===== src/rtl/pwm_meas_pkg.sv =====
// Shared types, default parameters and a saturating increment for the
// PWM pair duty measurement block.
package pwm_meas_pkg;

  localparam int CNT_W = 13;

  typedef logic [CNT_W-1:0] cnt_t;

  typedef enum logic {SYNC, MEAS} meas_state_t;

  localparam cnt_t DEF_PERIOD_NOM = 13'd4096;
  localparam cnt_t DEF_TIMEOUT    = 13'd8191;
  localparam cnt_t DEF_NONOVERLAP = 13'h02C;

  // Increment by one when en is set, holding at all-ones instead of wrapping.
  function automatic cnt_t sat_inc(input cnt_t v, input logic en);
    if (en && (v != '1)) return v + 1'b1;
    return v;
  endfunction

endpackage


===== src/rtl/pwm_edge_sync.sv =====
// Two-flop synchronizer for one asynchronous PWM phase, plus single-cycle
// rise/fall pulses derived from the synchronized level.
module pwm_edge_sync (
  input  logic clk,
  input  logic rst_n,
  input  logic d,
  output logic q,
  output logic rise,
  output logic fall
);

  logic meta;
  logic q_d;

  // Synchronizer chain and one-cycle delayed copy for edge detection.
  always_ff @(posedge clk or negedge rst_n) begin
    if (!rst_n) begin
      meta <= 1'b0;
      q    <= 1'b0;
      q_d  <= 1'b0;
    end else begin
      meta <= d;
      q    <= meta;
      q_d  <= q;
    end
  end

  assign rise = q & ~q_d;
  assign fall = ~q & q_d;

endmodule


===== src/rtl/pwm_duty_meas.sv =====
// Receive-side decoder for one H-bridge PWM pair. Measures period, high time
// of each phase and the signed net drive once per PWM1 period, with timeout
// reporting for stuck (0%/100%) drive and sticky overlap detection.
// Optional: define DEADTIME_CHK_EN to build the dead-time checker; otherwise
// deadtime_err is tied low.
//
// state | meaning
// ------+-----------------------------------------------------------
// SYNC  | no PWM1 rising edge seen since reset/timeout; no results
// MEAS  | counting a period that started on a PWM1 rising edge
module pwm_duty_meas
  import pwm_meas_pkg::*;
#(
  parameter cnt_t PERIOD_NOM = DEF_PERIOD_NOM,
  parameter cnt_t TIMEOUT    = DEF_TIMEOUT,
  parameter cnt_t NONOVERLAP = DEF_NONOVERLAP
) (
  input  logic                    clk,
  input  logic                    rst_n,
  input  logic                    PWM1,
  input  logic                    PWM2,
  input  logic                    clr_err,
  output logic [CNT_W-1:0]        period,
  output logic [CNT_W-1:0]        duty1,
  output logic [CNT_W-1:0]        duty2,
  output logic signed [CNT_W:0]   spd,
  output logic                    vld,
  output logic                    stuck,
  output logic                    overlap_err,
  output logic                    deadtime_err
);

  meas_state_t state;
  cnt_t        per_cnt;
  cnt_t        hi1;
  cnt_t        hi2;
  logic        p1_s, p1_rise, p1_fall;
  logic        p2_s, p2_rise, p2_fall;
  cnt_t        to_d1;
  cnt_t        to_d2;

  function automatic logic signed [CNT_W:0] net_drive(input cnt_t a, input cnt_t b);
    return $signed({1'b0, a}) - $signed({1'b0, b});
  endfunction

  pwm_edge_sync u_sync1 (
    .clk  (clk),
    .rst_n(rst_n),
    .d    (PWM1),
    .q    (p1_s),
    .rise (p1_rise),
    .fall (p1_fall)
  );

  pwm_edge_sync u_sync2 (
    .clk  (clk),
    .rst_n(rst_n),
    .d    (PWM2),
    .q    (p2_s),
    .rise (p2_rise),
    .fall (p2_fall)
  );

  // A stuck phase reads as full-scale (high) or zero (low) drive.
  assign to_d1 = p1_s ? PERIOD_NOM : '0;
  assign to_d2 = p2_s ? PERIOD_NOM : '0;

  // FSM, period/high-time counters and result registers. A rise restarts the
  // counters on its own cycle so back-to-back periods tile exactly; a rise
  // takes priority over a coincident timeout.
  always_ff @(posedge clk or negedge rst_n) begin
    if (!rst_n) begin
      state   <= SYNC;
      per_cnt <= '0;
      hi1     <= '0;
      hi2     <= '0;
      period  <= '0;
      duty1   <= '0;
      duty2   <= '0;
      spd     <= '0;
      vld     <= 1'b0;
      stuck   <= 1'b0;
    end else begin
      vld <= 1'b0;
      if (p1_rise) begin
        if (state == MEAS) begin
          period <= per_cnt;
          duty1  <= hi1;
          duty2  <= hi2;
          spd    <= net_drive(hi1, hi2);
          vld    <= 1'b1;
          stuck  <= 1'b0;
        end
        state   <= MEAS;
        per_cnt <= cnt_t'(1);
        hi1     <= cnt_t'(1);
        hi2     <= cnt_t'(p2_s);
      end else if (per_cnt == TIMEOUT) begin
        period  <= '0;
        duty1   <= to_d1;
        duty2   <= to_d2;
        spd     <= net_drive(to_d1, to_d2);
        vld     <= 1'b1;
        stuck   <= 1'b1;
        state   <= SYNC;
        per_cnt <= '0;
        hi1     <= '0;
        hi2     <= '0;
      end else begin
        per_cnt <= sat_inc(per_cnt, 1'b1);
        if (state == MEAS) begin
          hi1 <= sat_inc(hi1, p1_s);
          hi2 <= sat_inc(hi2, p2_s);
        end
      end
    end
  end

  // Sticky overlap flag; a new overlap beats a simultaneous clear.
  always_ff @(posedge clk or negedge rst_n) begin
    if (!rst_n) begin
      overlap_err <= 1'b0;
    end else if (p1_s & p2_s) begin
      overlap_err <= 1'b1;
    end else if (clr_err) begin
      overlap_err <= 1'b0;
    end
  end

`ifdef DEADTIME_CHK_EN
  cnt_t dead_cnt;
  logic dead_arm;
  logic both_low;
  logic any_fall;
  logic any_rise;
  logic dt_hit;

  assign both_low = ~p1_s & ~p2_s;
  assign any_fall = p1_fall | p2_fall;
  assign any_rise = p1_rise | p2_rise;
  // Only a rise preceded by a fall in MEAS has a measured dead gap behind it.
  assign dt_hit   = any_rise & dead_arm & (state == MEAS) & (dead_cnt < NONOVERLAP);

  // Dead-gap counter and the arm bit that says it holds a valid gap.
  always_ff @(posedge clk or negedge rst_n) begin
    if (!rst_n) begin
      dead_cnt <= '0;
      dead_arm <= 1'b0;
    end else begin
      if (any_fall) begin
        dead_cnt <= cnt_t'(both_low);
      end else if (both_low) begin
        dead_cnt <= sat_inc(dead_cnt, 1'b1);
      end
      if (state == SYNC) begin
        dead_arm <= 1'b0;
      end else if (any_fall) begin
        dead_arm <= 1'b1;
      end else if (any_rise) begin
        dead_arm <= 1'b0;
      end
    end
  end

  // Sticky short-dead-time flag; a new violation beats a simultaneous clear.
  always_ff @(posedge clk or negedge rst_n) begin
    if (!rst_n) begin
      deadtime_err <= 1'b0;
    end else if (dt_hit) begin
      deadtime_err <= 1'b1;
    end else if (clr_err) begin
      deadtime_err <= 1'b0;
    end
  end
`else
  // Edge pulses and the dead-time limit have no consumer in this build.
  logic unused_edges;
  localparam cnt_t unused_nonoverlap = NONOVERLAP;
  assign unused_edges = p1_fall ^ p2_fall ^ p2_rise;
  assign deadtime_err = 1'b0;
`endif

endmodule


===== config.mk =====
export PLATFORM = sky130hd
export DESIGN_NAME = pwm_duty_meas
export DESIGN_NICKNAME = d
export VERILOG_FILES = /design/src/rtl/pwm_meas_pkg.sv /design/src/rtl/pwm_edge_sync.sv /design/src/rtl/pwm_duty_meas.sv
export SDC_FILE = /design/constraint.sdc
export NUM_CORES = 1
export LEC_CHECK = 0
export BUFFER_PORTS_ARGS = -buffer_cell sky130_fd_sc_hd__buf_2
export CAP_MARGIN = 20
export CORE_MARGIN = 2
export CORE_UTILIZATION = 35
export CTS_BUF_LIST = sky130_fd_sc_hd__clkbuf_16
export CTS_CLUSTER_DIAMETER = 100
export DETAILED_ROUTE_END_ITERATION = 16
export PLACE_DENSITY_LB_ADDON = 0.25
export SYNTH_ARGS = -nofsm -noshare
export SYNTH_HDL_FRONTEND = slang
export SYNTH_SLANG_ARGS = --single-unit

===== constraint.sdc =====
create_clock -name clk -period 4.2 [get_ports clk]
set_clock_uncertainty 0.1 [all_clocks]
set_input_delay 0.63 -clock clk [delete_from_list [all_inputs] [get_ports clk]]
set_output_delay 0.63 -clock clk [all_outputs]
set_load 0.02 [all_outputs]

==> metrics <==
status=finished clean; critical path's slowest cell=a31oi_4; Worst Hold Class=in -> async; fin area=0.00565 mm²; Synth async-reset ratio=100%; wl on met1=5780 µm; maxcap violations=0; synthesized area=0.00489 mm²; CTS max path bufs=2; Power Density=523 mW/mm²; drt initial violations=249; WP data arrival=2.71 ns; min Tclk post-route=2.57 ns; Post-synth EDFFs=0; slew margin rel.=31.5%; Highest Signal Layer=met4; Clk Latency, worst-skew pair=0.36 ns; vias in the first global route=3696; initial antenna violation count=0; crit path cell chain=ha_1 > nand3_1 > nor4_4 > a31oi_4 > buf_4 > nand2_1 > o21ai_0; Antenna Cells=0; period utilization=61.1%; # fillers=1416; num ports=62; ANT nets after route=0; gr ovfl total=0; Core Util, Final=41.0%; Setup-failing EPs final=0; Syn Nets=510; worst slew pin tran=1.03 ns; sequential share of the synthesized area=51.7%; Die X=122 µm; gr usage total=17.4%; CTS sink cnt=101; Fin Setup TNS=0 ns; Initial Util=35.5%; Critical Path End=spd[0]; Setup crit start kind=register; Reg area=0.00253 mm²; GPL Wtd Cong=0.841; CTS Buf Count=9; CP peak stage delay=0.84 ns; Synth Flop Type=dfrtp_1; H-tree depth=3; hold buffers post-CTS=0; drt first pass iters=4; crit path kind=reg -> reg; I/O Buffers=60; crit path capture type=register; Avg WL per Cell=16.5 µm; placed insts=709; total chip power=2.95 mW; Post-Layout Cell Count=724; HPWL Detailed=8590 µm; metal3 WL=580 µm; total number of vias=3793; Fmax=0.390 GHz; VDD IR max=268 µV; Post-DP Area=0.00538 mm²; layout cells sized above 1=16.0%; Area growth syn-to-layout=15.6%; largest net degree at the start of global routing=42; TritonCTS clock tree=done; clock slew at reported path FFs=0.07 ns; r2r setup slk=1.63 ns; number of library cell types mapped by synthesis=53; critical path required time=4.34 ns; Reg-to-Reg Start=per_cnt[0]; Root Driver=clkbuf_16; final net count=564; R2R cell count=7; postcts setup bufs=0; syn_area_per_cell=10.1 µm²; crit path from=per_cnt[0]; Slew Viols, Final=0; area of the multi-input gates=0.00219 mm²; Via density=5.24; Yosys warnings=0; worst r2r dst=spd[0]; # rows=43; largest fanout on the critical path=34; Yosys reg bits=101; die area=0.0149 mm²; RSZ-0062 raised after global routing=false; final hold vios=0; cell count after synthesis=486; CTS resizes=0; Remaining DRCs=0; leak pwr=2.72 nW; area of the core=0.0138 mm²; first-pass GRT wire length=19900 µm; die height=122 µm; Routed met2 length=5460 µm; final wirelength=12000 µm
cell type report:
class	instances	area share, %
flip-flops and latches	101	44.7
multi-input cells	337	38.7
repair buffers	65	6.02
clock buffers	9	3.98
well taps	180	3.98
inverters	26	1.73
clock inverters	6	0.863
synthesized netlist by cell type, types with 6 or more instances:
cell type / number / share of area (%)
a22o_1: 23 / 4.1
nand3_1: 19 / 1.9
nand4_1: 8 / 1.0
buf_2: 8 / 0.82
mux2i_1: 6 / 1.2
nor2_1: 52 / 4.0
nand2_1: 48 / 3.7
clkbuf_1: 13 / 1.0
a21oi_1: 18 / 1.8
o21ai_0: 36 / 3.7
nor3_1: 7 / 0.72
ha_1: 18 / 4.6
xor2_1: 7 / 1.3
a31oi_1: 7 / 0.90
dfrtp_1: 101 / 52
inv_1: 26 / 2.0
xnor2_1: 22 / 3.9
critical path, delay by kind of cell, from the launching register on:
kind                       cells  cell delay (ns)
AOI/OAI and AO/OA              2             0.93
adders and majority gates      1             0.27
and+or+nand+nor                3             0.31
buffers and inverters          1             0.41
DFF                            1             0.42
power breakdown:
| group | switching, mW | internal, mW | total [mW] |
|---|---|---|---|
| clock network | 0.350 | 0.448 | 0.798 |
| logic | 0.548 | 0.352 | 0.900 |
| registers | 0.135 | 1.12 | 1.26 |
| total | 1.03 | 1.92 | 2.95 |
metrics by stage:
stage	setup WS [ns]	hold slack, ns
after floorplan	2.04	0.231
after global placement	1.73	0.239
after detailed placement	1.64	0.244
after CTS	1.62	0.119
after global routing	1.40	0.143
final	1.63	0.103
sequential cells by signal, indices dropped and copies added (netlist names):
| register | cells |
|---|---|
| u_sync2.q | 1 |
| u_sync1.q_d | 1 |
| duty1 | 13 |
| overlap_err | 1 |
| vld | 1 |
| u_sync2.meta | 1 |
| duty2 | 13 |
| spd | 14 |
| u_sync1.q | 1 |
| hi2 | 13 |
| state | 1 |
| hi1 | 13 |
| u_sync1.meta | 1 |
| period | 13 |
| per_cnt | 13 |
| stuck | 1 |
layout by cell type (no fill, tap or decap), types with 3 or more instances in the layout:
master	count
o31a_1	3
nand2_1	48
mux2i_1	6
nand3_1	19
buf_2	59
xnor2_1	22
and3_1	4
clkbuf_16	9
buf_4	6
a211oi_1	4
inv_1	29
and2_1	4
nor3b_1	3
o21ai_0	36
nor2_1	51
a31oi_1	6
nand2b_1	4
dfrtp_1	101
ha_1	18
a21oi_1	18
nand4_1	8
a32o_1	3
a22o_1	23
nor3_1	7
xor2_1	7
nor4_1	4
metal layers:
metal	vias up	track usage [%]
li1	1827	-
met1	1859	24.5
met4	0	5.60
met2	93	26.3
met3	14	4.18
met5	-	0
kinds of logic after synthesis:
group                    count (synthesis)  share of synthesized area (%)
XOR/XNOR                                29                           5.19
multiplexers                             6                           1.23
other                                    1                         0.0767
adder cells (fa/ha/maj)                 19                           5.01
AO/OA/AOI/OAI                          114                           15.9
buffers and inverters                   48                           3.97
AND/OR/NAND/NOR                        168                           16.9
flip-flops                             101                           51.7
worst min path at each step:
stage,startpoint,end,slack [ns]
final,rst_n,duty1[9],0.10
after global routing,rst_n,duty1[10],0.14
after CTS,rst_n,duty1[3],0.12
after detailed placement,u_sync1.meta,u_sync1.q,0.24
after global placement,u_sync2.meta,u_sync2.q,0.24
after floorplan,rst_n,duty1[0],0.23
No activity file was read; power rests on OpenSTA's default activity.
